$ cat config.mk
export PLATFORM = sky130hd
export DESIGN_NAME = action_collector
export DESIGN_NICKNAME = d
export VERILOG_FILES = /design/src/rtl/action_collector.sv
export SDC_FILE = /design/constraint.sdc
export NUM_CORES = 1
export LEC_CHECK = 0
export ABC_AREA = 0
export BUFFER_PORTS_ARGS = -buffer_cell sky130_fd_sc_hd__clkbuf_2
export CAP_MARGIN = 10
export CORE_MARGIN = 5
export CORE_UTILIZATION = 54
export CTS_CLUSTER_DIAMETER = 120
export CTS_CLUSTER_SIZE = 8
export DETAILED_ROUTE_END_ITERATION = 7
export PLACE_DENSITY = 0.72
export SETUP_SLACK_MARGIN = 0.4
export SLEW_MARGIN = 20
export SYNTH_ARGS = -nofsm -noshare
export SYNTH_HDL_FRONTEND = slang
export SYNTH_SLANG_ARGS = --single-unit
export TNS_END_PERCENT = 20
$ cat constraint.sdc
create_clock -name clk -period 6.8 [get_ports clk]
set_input_delay 1.36 -clock clk [delete_from_list [all_inputs] [get_ports clk]]
set_output_delay 1.36 -clock clk [all_outputs]
set_load 0.02 [all_outputs]
$ cat src/rtl/action_collector.sv
// Two-player action collector: synchronizes and debounces the confirm buttons, gathers one
// action per player per round and strobes them to the game stage. Option macro: ACTION_TIMEOUT_EN.
module action_collector #(
    parameter int DB_LIMIT       = 50000,
    parameter int HOLD_CYCLES    = 2000000,
    parameter int TIMEOUT_CYCLES = 500000000
) (
    input  logic       clk,
    input  logic       reset,
    input  logic [2:0] sw1,
    input  logic       cfm1,
    input  logic [2:0] sw2,
    input  logic       cfm2,
    output logic [2:0] action1,
    output logic [2:0] action2,
    output logic       actionEnable,
    output logic       ready1,
    output logic       ready2
);

    localparam int DB_W   = $clog2(DB_LIMIT + 1);
    localparam int HOLD_W = $clog2(HOLD_CYCLES + 1);
    localparam logic [DB_W-1:0]   DB_LAST   = DB_W'(DB_LIMIT - 1);
    localparam logic [HOLD_W-1:0] HOLD_LAST = HOLD_W'(HOLD_CYCLES - 1);

    typedef enum logic [1:0] {IDLE, WAIT, ISSUE, RELEASE} state_t;

    state_t            state_reg, state_next;
    logic [2:0]        sw1_meta_reg, sw1_sync_reg, sw2_meta_reg, sw2_sync_reg;
    logic [1:0]        cfm_meta_reg, cfm_sync_reg;
    logic [1:0]        db_level;
    logic [1:0]        commit;
    logic [2:0]        action1_reg, action1_next, action2_reg, action2_next;
    logic              ready1_reg, ready1_next, ready2_reg, ready2_next;
    logic [HOLD_W-1:0] hold_cnt_reg, hold_cnt_next;

    always_ff @(posedge clk or posedge reset) begin
        if (reset) begin
            sw1_meta_reg <= '0;
            sw1_sync_reg <= '0;
            sw2_meta_reg <= '0;
            sw2_sync_reg <= '0;
            cfm_meta_reg <= '0;
            cfm_sync_reg <= '0;
        end else begin
            sw1_meta_reg <= sw1;
            sw1_sync_reg <= sw1_meta_reg;
            sw2_meta_reg <= sw2;
            sw2_sync_reg <= sw2_meta_reg;
            cfm_meta_reg <= {cfm2, cfm1};
            cfm_sync_reg <= cfm_meta_reg;
        end
    end

    // Per-player debouncer; the commit strobe fires on the cycle the level turns 1.
    for (genvar gi = 0; gi < 2; gi++) begin : g_db
        logic [DB_W-1:0] cnt_reg;
        logic            level_reg;
        logic            rise_reg;

        always_ff @(posedge clk or posedge reset) begin
            if (reset) begin
                cnt_reg   <= '0;
                level_reg <= 1'b0;
                rise_reg  <= 1'b0;
            end else begin
                rise_reg <= 1'b0;
                if (cfm_sync_reg[gi] != level_reg) begin
                    if (cnt_reg == DB_LAST) begin
                        level_reg <= cfm_sync_reg[gi];
                        rise_reg  <= cfm_sync_reg[gi];
                        cnt_reg   <= '0;
                    end else begin
                        cnt_reg <= cnt_reg + 1'b1;
                    end
                end else begin
                    cnt_reg <= '0;
                end
            end
        end

        assign db_level[gi] = level_reg;
        assign commit[gi]   = rise_reg;
    end

`ifdef ACTION_TIMEOUT_EN
    localparam int TIMEOUT_W = $clog2(TIMEOUT_CYCLES + 1);
    localparam logic [TIMEOUT_W-1:0] TIMEOUT_LAST = TIMEOUT_W'(TIMEOUT_CYCLES - 1);

    logic [TIMEOUT_W-1:0] timeout_cnt_reg, timeout_cnt_next;

    always_ff @(posedge clk or posedge reset) begin
        if (reset) begin
            timeout_cnt_reg <= '0;
        end else begin
            timeout_cnt_reg <= timeout_cnt_next;
        end
    end
`else
    // No timeout hardware in this build; the parameter stays for a uniform interface.
    if (TIMEOUT_CYCLES < 1) begin : g_timeout_unused
    end
`endif

    always_ff @(posedge clk or posedge reset) begin
        if (reset) begin
            state_reg    <= IDLE;
            action1_reg  <= '0;
            action2_reg  <= '0;
            ready1_reg   <= 1'b0;
            ready2_reg   <= 1'b0;
            hold_cnt_reg <= '0;
        end else begin
            state_reg    <= state_next;
            action1_reg  <= action1_next;
            action2_reg  <= action2_next;
            ready1_reg   <= ready1_next;
            ready2_reg   <= ready2_next;
            hold_cnt_reg <= hold_cnt_next;
        end
    end

    always_comb begin
        state_next    = state_reg;
        action1_next  = action1_reg;
        action2_next  = action2_reg;
        ready1_next   = ready1_reg;
        ready2_next   = ready2_reg;
        hold_cnt_next = '0;
`ifdef ACTION_TIMEOUT_EN
        timeout_cnt_next = '0;
`endif
        case (state_reg)
            IDLE: begin
                if (commit[0]) begin
                    action1_next = sw1_sync_reg;
                    ready1_next  = 1'b1;
                end
                if (commit[1]) begin
                    action2_next = sw2_sync_reg;
                    ready2_next  = 1'b1;
                end
                if (commit[0] && commit[1]) begin
                    state_next = ISSUE;
                end else if (commit[0] || commit[1]) begin
                    state_next = WAIT;
                end
            end
            WAIT: begin
                // Only the player still missing may commit; the ready one keeps its first value.
                if (commit[0] && !ready1_reg) begin
                    action1_next = sw1_sync_reg;
                    ready1_next  = 1'b1;
                    state_next   = ISSUE;
                end else if (commit[1] && !ready2_reg) begin
                    action2_next = sw2_sync_reg;
                    ready2_next  = 1'b1;
                    state_next   = ISSUE;
                end
`ifdef ACTION_TIMEOUT_EN
                else if (timeout_cnt_reg == TIMEOUT_LAST) begin
                    if (!ready1_reg) begin
                        action1_next = 3'b000;
                        ready1_next  = 1'b1;
                    end else begin
                        action2_next = 3'b000;
                        ready2_next  = 1'b1;
                    end
                    state_next = ISSUE;
                end else begin
                    timeout_cnt_next = timeout_cnt_reg + 1'b1;
                end
`endif
            end
            ISSUE: begin
                if (hold_cnt_reg == HOLD_LAST) begin
                    state_next  = RELEASE;
                    ready1_next = 1'b0;
                    ready2_next = 1'b0;
                end else begin
                    hold_cnt_next = hold_cnt_reg + 1'b1;
                end
            end
            RELEASE: begin
                if (!db_level[0] && !db_level[1]) begin
                    state_next = IDLE;
                end
            end
            default: state_next = IDLE;
        endcase
    end

    // Enable decodes straight from the state register so reset clears it without a clock.
    assign actionEnable = (state_reg == ISSUE);
    assign action1      = action1_reg;
    assign action2      = action2_reg;
    assign ready1       = ready1_reg;
    assign ready2       = ready2_reg;

endmodule

-- Word level (Yosys, flattened, before mapping)
Cells that the tools add are included.
- register bits: 83
- output and inout bits: 9
- word-level logic and storage cells: 89
- bits of input ports: 10
- reductions and logical operators: 19
- eq/ne operators: 17
- add/subtract/negate cells: 3
- mux-type cells: 32
- operators with widths (operator ; count):
    $mux W16 ; 4
    $mux W21 ; 2
    $add A16 B1 Y16 const B ; 2
    $eq A16 B16 Y1 const B ; 2
    $add A21 B1 Y21 const B ; 1
    $eq A21 B21 Y1 const B ; 1
    $mux W3 ; 5
    $mux W2 ; 6
    $ne A2 B2 Y1 const B ; 6
    $pmux W3 S2 ; 2
    $reduce_and A4 Y1 ; 3
    $mux W1 ; 10
    $pmux W2 S4 ; 1
    $ne A3 B3 Y1 const B ; 2
    $pmux W1 S3 ; 2
    $reduce_and A5 Y1 ; 1
    $eq A2 B2 Y1 const B ; 2
    $logic_and A1 B1 Y1 ; 4
    $logic_not A1 Y1 ; 4
    $reduce_and A2 Y1 ; 2
    $reduce_and A3 Y1 ; 1
    $reduce_bool A3 Y1 ; 1
    $eq A2 B1 Y1 const B ; 1
    $logic_not A2 Y1 ; 1
    4 further kinds ; 5

-- Logic depth before layout (Yosys ltp)
Gate-level depths: netlist of run 1.
- depth in word-level cells: 5
- gate-level depth with buffers: 6
- mapped depth without buffers: 6

-- Worst setup path after synthesis of run 1
OpenSTA, ideal clock, no wires.
- path kind: register to output
- from: register state_reg[0]
- to: output actionEnable
- cell stages (with the launch flop): 3
- path slack: 4581 ps
- data required time: 5440 ps
- data arrival time: 859 ps
- path buffers: 0
- path through: dfrtp_1 inv_1 ha_1
- word-level cells in the longest chain between the ends: 1
- ends and longest elaborated chain (item ; RTL line ; text):
    start: declaration ; 28 ; state_t state_reg, state_next;
    start signal: assignment ; 114 ; state_reg <= state_next;
    $eq A2 B2 Y1 ; 194 ; assign actionEnable = (state_reg == ISSUE);
    end: declaration ; 16 ; output logic actionEnable,
No other way between the ends.

-- Final worst setup path of run 1
Same ends and word-level chain as after synthesis.

==> results.json, run 1 <==
{
  "layout.nets": 393,
  "switching_power_as_a_share_of_total_power_pct": 24.4,
  "placement.cell_area_um2": 3980,
  "hold-path-cell-count": 0,
  "die_height_um": 93.7,
  "total_leakage_power_nw": 1.73,
  "h-tree-depth": 3,
  "syn2layout_area_growth_pct": 10.4,
  "routed_wire_length_per_instance_um": 13.6,
  "synthCells": 350,
  "timing.rr.start": "hold_cnt_reg[2]$_DFF_PP0_",
  "utilization_pct": 61.4,
  "grt_start_max_net_pins": 84,
  "routed_via_density": 5.51,
  "slew_violations": 0,
  "power-per-cell-area_nw_per_um2": 208,
  "fin_skew_ps": 11.0,
  "synthesis.nets": 369,
  "finalCriticalPeriod_ps": 2840,
  "yosys-mux-area-fraction_pct": 2.65,
  "synth_area_per_cell_um2": 10.8,
  "rsz0062_at_grt": "no",
  "synth_fa_ha_area_share_pct": 2.98,
  "port-buffer-count": 18,
  "gpl_wtd_cong": 0.840,
  "drt-total-wl_mm": 6.46,
  "actual_transition_at_the_worst_max_transition_pin_ps": 708,
  "syn-cell-area_um2": 3780,
  "cts_tree": "built",
  "coreArea_um2": 6790,
  "worst_hold_path_type": "reg2reg",
  "boundaryPins": 19,
  "flip_flop_count_of_the_largest_register_all_copies_and_words_added": 32,
  "detailedPlacementHpwl_mm": 4.37,
  "die_x_um": 93.7,
  "cts_sinks": 83,
  "synth-simple-area-share_pct": 22.6,
  "clock_tree.root_cell": "clkbuf_8",
  "synth_xor_area_share_pct": 8.11,
  "timing.hold.worst_endpoint": "cfm_sync_reg[1]$_DFF_PP0_",
  "power_report.internal_total_uw": 657,
  "die-area_um2": 8770,
  "clk_buf_depth": 2,
  "cp.required_ps": 5440,
  "first_global_vias": 2564,
  "yosys.area.top_type": "dfrtp_1",
  "ys_seq_elements": 83,
  "netlist_top_cells_area": "dfrtp_1 55%, xnor2_1 4.6%, nor2_1 4.0%",
  "drcViolationCount": 0,
  "dr_total_vias": 2615,
  "dpl_worst_slack_ps": 4360,
  "fin_ws_ps": 3960,
  "route.antenna.remaining_nets": 0,
  "worstSetupEndpointType": "output port",
  "start_util_pct": 55.6,
  "combPwrFrac_pct": 2.3,
  "tritoncts.num_buffers": 9,
  "postCtsSetupRepairBufs": 0,
  "overall_track_demand_over_capacity_in_global_routing_pct": 16.8,
  "grt_antenna_before_repair": 0,
  "worstSetupPathType": "reg2out",
  "finalSetupTns_ps": 0,
  "detail_route.first_pass.iterations": 4,
  "detail_route.iter0.violations": 108,
  "synth_edf_count": 0,
  "relSlewSlack_pct": 52.8,
  "synth_compound_area_share_pct": 7.02,
  "final_area_um2": 4170,
  "worst_ep_arrival_time_ps": 1480,
  "clock_transition_at_the_registers_of_the_reported_paths_ps": 90,
  "cts_resized": 0,
  "synth_top_family_by_area": "simple AND/OR/NAND/NOR gates",
  "power_uw": 868,
  "min_from": "cfm_meta_reg[1]$_DFF_PP0_",
  "reg2reg_slack_ps": 4760,
  "sequentialPowerShare_pct": 58.2,
  "critPathLaunchType": "register",
  "finalSetupViolCount": 0,
  "yosys_most_used_dff": "dfrtp_1",
  "biggest_fanout_along_the_worst_timing_path": 8,
  "grt_first_pass_wirelength_mm": 11.7,
  "yosys_warn_count": 0,
  "ys_seq_area_share_pct": 55.0,
  "netSwitchingPower_uw": 212,
  "post-synth-top-area-fraction_pct": 55.0,
  "rr_worst_depth": 4,
  "run_status": "complete, no violations",
  "fmaxAchievable_mhz": 352,
  "peakVddDrop_v": 0.000129,
  "synth_cell_type_count": 44,
  "clk-insertion-delay-late_ps": 360,
  "cts.hold.buffers_added": 0,
  "insertedDiodeCount": 0,
  "synthArstFlopShare_pct": 100,
  "globalRouteOverflowTotal": 0,
  "std_cell_rows": 30,
  "final.period_utilization_pct": 41.7,
  "clock_power_share_pct": 39.6,
  "regToRegEndpoint": "hold_cnt_reg[19]$_DFF_PP0_",
  "hold_viol_final": 0,
  "cap_viol_max_count": 0,
  "drive_above_1_share_pct": 13.5
}
==> worst max-delay path: stages, from the launching register on <==
cell and delay, ps:
dfrtp_1 420, inv_1 150, ha_1 330, clkbuf_2 230
==> area by class of cell <==
| type | instances | area (um^2) |
|---|---|---|
| clock buffers | 10 | 138 |
| inverters | 9 | 35.0 |
| well taps | 96 | 120 |
| clock inverters | 6 | 55.1 |
| repair buffers | 20 | 109 |
| flip-flops and latches | 83 | 2080 |
| fillers | 566 | 2620 |
| multi-input cells | 251 | 1640 |
==> layer usage <==
metal  GRT usage [%]  up-vias  wire length [um]
met5               0        -                 0
met4            8.30        0               121
met3            3.21        9               198
met2            25.6       33              2930
met1            23.1     1270              3210
li1                -     1303                 -
==> metrics by stage <==
step / hold WS (ps) / std cells
5_1_grt: 365 / 475
4_1_cts: 355 / 475
3_3_place_gp: 332 / 459
2_1_floorplan: 331 / 350
3_5_place_dp: 335 / 459
6_report: 353 / 475
==> worst max-delay path by stage <==
stage | from | end | slack [ps] | cells past startpoint
floorplan | reset | action1[0]$_DFFE_PP0P_ | 3300 | 1
global placement | state_reg[0]$_DFFE_PP0P_ | actionEnable | 4420 | 3
detailed placement | state_reg[0]$_DFFE_PP0P_ | actionEnable | 4360 | 3
CTS | state_reg[0]$_DFFE_PP0P_ | actionEnable | 3960 | 3
global route | state_reg[0]$_DFFE_PP0P_ | actionEnable | 3890 | 3
finish | state_reg[0]$_DFFE_PP0P_ | actionEnable | 3960 | 3
==> layout by cell type (no fill, tap or decap), types with 2 or more instances in the layout <==
| master | netlist | routed |
|---|---|---|
| ha_1 | 9 | 9 |
| clkbuf_8 | 0 | 10 |
| nor4b_1 | 4 | 4 |
| inv_1 | 9 | 8 |
| nor2b_1 | 2 | 2 |
| xor2_1 | 15 | 15 |
| o41ai_1 | 2 | 2 |
| o31ai_1 | 7 | 7 |
| clkbuf_2 | 0 | 18 |
| or2_2 | 2 | 2 |
| dfrtp_1 | 83 | 83 |
| nand3_1 | 17 | 17 |
| nand2b_1 | 4 | 4 |
| nand2_1 | 20 | 20 |
| o21ai_0 | 11 | 11 |
| or3_1 | 10 | 10 |
| or4_1 | 6 | 6 |
| nor4_1 | 4 | 4 |
| a21oi_1 | 14 | 14 |
| and3_1 | 7 | 7 |
| and4_1 | 4 | 4 |
| clkinv_4 | 0 | 2 |
| nor3_1 | 6 | 6 |
| nor4bb_1 | 4 | 4 |
| nor2_1 | 40 | 40 |
| inv_6 | 0 | 3 |
| nor3b_1 | 3 | 3 |
| nand4_1 | 16 | 16 |
| xnor2_1 | 20 | 20 |
| mux2_2 | 8 | 8 |
==> cell families (layout without fill, tap and decap cells) <==
family	after synthesis	count (layout)
fa+ha+maj	9	9
buf+inv	16	45
xor+xnor	35	35
simple gates	155	155
compound gates	43	43
mux	9	9
flops	83	83
==> cell usage after synthesis, types with 6 or more instances <==
| cell | instances |
|---|---|
| ha_1 | 9 |
| or3_1 | 10 |
| nor3_1 | 6 |
| inv_1 | 9 |
| dfrtp_1 | 83 |
| and3_1 | 7 |
| nand4_1 | 16 |
| nor2_1 | 40 |
| a21oi_1 | 14 |
| nand3_1 | 17 |
| or4_1 | 6 |
| xnor2_1 | 20 |
| xor2_1 | 15 |
| mux2_2 | 8 |
| o21ai_0 | 11 |
| nand2_1 | 20 |
| o31ai_1 | 7 |
==> power groups by stage <==
stage | Clock [mW] | Combinational (mW) | Sequential [mW]
floorplan | 0 | 0.0140 | 0.514
global placement | 0 | 0.0204 | 0.514
detailed placement | 0 | 0.0209 | 0.515
CTS | 0.353 | 0.0206 | 0.505
global route | 0.373 | 0.0239 | 0.506
finish | 0.344 | 0.0198 | 0.505
(Power assumes the default switching activity.)
==> run 2: changes to the inputs <==
PLACE_DENSITY = 0.74   (was 0.72)
clock period = 2.5 ns   (was 6.8 ns; I/O delays follow)
==> run 2 against run 1 <==
Final cell count rose by 0.42%. Design area increased by 0.72%. Register-to-register slack worse by 4300 ps. Via count rose by 1.5%. Die area stayed put. Count of clock-buffer cells in the layout up 3. Setup slack worse by 3500 ps. Utilization increased by 0.44 points. Critical path type is now reg2reg.
==> results.json, run 2 (synthesized netlist as in run 1, its figures left out) <==
{
  "worst_hold_path_type": "in2async",
  "critPathLaunchType": "register",
  "drcViolationCount": 0,
  "relSlewSlack_pct": 67.0,
  "routed_via_density": 5.56,
  "fin_skew_ps": 9.76,
  "clock_tree.root_cell": "clkbuf_8",
  "gpl_wtd_cong": 0.845,
  "routed_wire_length_per_instance_um": 13.8,
  "coreArea_um2": 6790,
  "most_frequent_standard_cell_in_the_layout_excluding_fill_and_tap_cells": "dfrtp_1",
  "insertedDiodeCount": 0,
  "detailedPlacementHpwl_mm": 4.59,
  "peakVddDrop_v": 0.000447,
  "boundaryPins": 19,
  "path_cells": "nand3_2 > or4_1 > or4_4 > a21oi_2",
  "routed-wl-met3_um": 258,
  "cts_sinks": 83,
  "hold_viol_final": 0,
  "worstSetupPathType": "reg2reg",
  "worst_path_largest_cell_delay_ps": 680,
  "worstSetupEndpointType": "register",
  "finalSetupViolCount": 0,
  "cts.hold.buffers_added": 0,
  "flip_flop_count_of_the_largest_register_all_copies_and_words_added": 32,
  "fmaxAchievable_mhz": 502,
  "die_height_um": 93.7,
  "biggest_fanout_along_the_worst_timing_path": 10,
  "dr_total_vias": 2654,
  "run_status": "complete, no violations",
  "clock_transition_at_the_registers_of_the_reported_paths_ps": 80,
  "route.antenna.remaining_nets": 0,
  "grt_first_pass_wirelength_mm": 12.0,
  "clk-insertion-delay-late_ps": 350,
  "cap_viol_max_count": 0,
  "port-buffer-count": 18,
  "layout.nets": 395,
  "globalRouteOverflowTotal": 0,
  "slew_violations": 0,
  "power-per-cell-area_nw_per_um2": 554,
  "overall_track_demand_over_capacity_in_global_routing_pct": 17.3,
  "rsz0062_at_grt": "yes",
  "start_util_pct": 55.6,
  "final.period_utilization_pct": 79.7,
  "mostFrequentLayoutCells": "83 x dfrtp_1, 40 x nor2_1, 20 x nand2_1, 20 x xnor2_1, 18 x clkbuf_2",
  "detail_route.first_pass.iterations": 5,
  "cp_slowest_cell": "or4_1",
  "top_layer": "met4",
  "std_cell_rows": 30,
  "first_global_vias": 2647,
  "h-tree-depth": 3,
  "drt-total-wl_mm": 6.58,
  "cp.required_ps": 2790,
  "die-area_um2": 8770,
  "wirelength_met1_mm": 3.13,
  "drive_above_1_share_pct": 13.9,
  "grt_antenna_before_repair": 0,
  "power_mw": 2.33,
  "grt_start_max_net_pins": 33,
  "finalCriticalPeriod_ps": 1990,
  "final_area_um2": 4200,
  "placement.cell_area_um2": 4010,
  "rr_worst_depth": 4,
  "worst_ep_arrival_time_ps": 2280,
  "die_x_um": 93.7,
  "finalSetupTns_ps": 0,
  "clk_buf_depth": 2,
  "tritoncts.num_buffers": 9,
  "wire_length_on_met2_mm": 3.14,
  "actual_transition_at_the_worst_max_transition_pin_ps": 494,
  "syn2layout_area_growth_pct": 11.2,
  "detail_route.iter0.violations": 123,
  "total_leakage_power_nw": 1.74,
  "cts_tree": "built"
}
## run 2: cell types whose count changed in the layout (fill, tap and decap cells not counted), sizes merged
cell	change
buf	+2
clkinvlp	+2
inv	-4
clkinv	-1
clkbuf	+3
## run 2: stage by stage
step	worst slack, ps	hold WS, ps	cells	utilization [%]
3_3_place_gp	559	333	461	59.0
2_1_floorplan	661	331	350	-
3_5_place_dp	485	335	461	59.0
5_1_grt	388	110	477	61.8
4_1_cts	464	102	477	61.7
6_report	509	106	477	61.8
## run 2: layer usage
metal  vias up  track usage [%]
li1       1307                -
met4         0             5.78
met2        45             27.9
met5         -                0
met3         2             4.57
met1      1300             22.8
## run 2: worst paths after layout
path,start,endpoint,slack (ps)
worst min-delay path,reset,g_db[0].cnt_reg[15]$_DFF_PP0_,110
worst min register to register,cfm_meta_reg[1]$_DFF_PP0_,cfm_sync_reg[1]$_DFF_PP0_,350
max in group asynchronous,reset,action2[1]$_DFFE_PP0P_,1820
min in group clk,sw1[0],sw1_meta_reg[0]$_DFF_PP0_,250
worst max register to register,hold_cnt_reg[2]$_DFF_PP0_,hold_cnt_reg[19]$_DFF_PP0_,510
worst max-delay path,hold_cnt_reg[2]$_DFF_PP0_,hold_cnt_reg[19]$_DFF_PP0_,510
## run 2: cell type report
cell class	count	area (um^2)
clock inverters	3	21.3
clock buffers	13	169
multi-input cells	251	1640
repair buffers	22	133
inverters	9	37.5
flip-flops and latches	83	2080
fillers	575	2590
well taps	96	120
## run 2: power by group
group          internal [mW]  switching, mW  total [mW]
Clock                  0.443          0.449       0.892
Combinational         0.0191         0.0406      0.0597
Sequential              1.36         0.0116        1.37
## run 2: repair_timing
item,in CTS,in global routing
buffers inserted,0,0
setup endpoints to repair,0,4
resized for setup,0,1
## run 2: critical path, delay by kind of cell (launching register included)
| family | cells | cell delay (ps) |
|---|---|---|
| simple gates | 3 | 1340 |
| flops | 1 | 450 |
| compound gates | 1 | 140 |
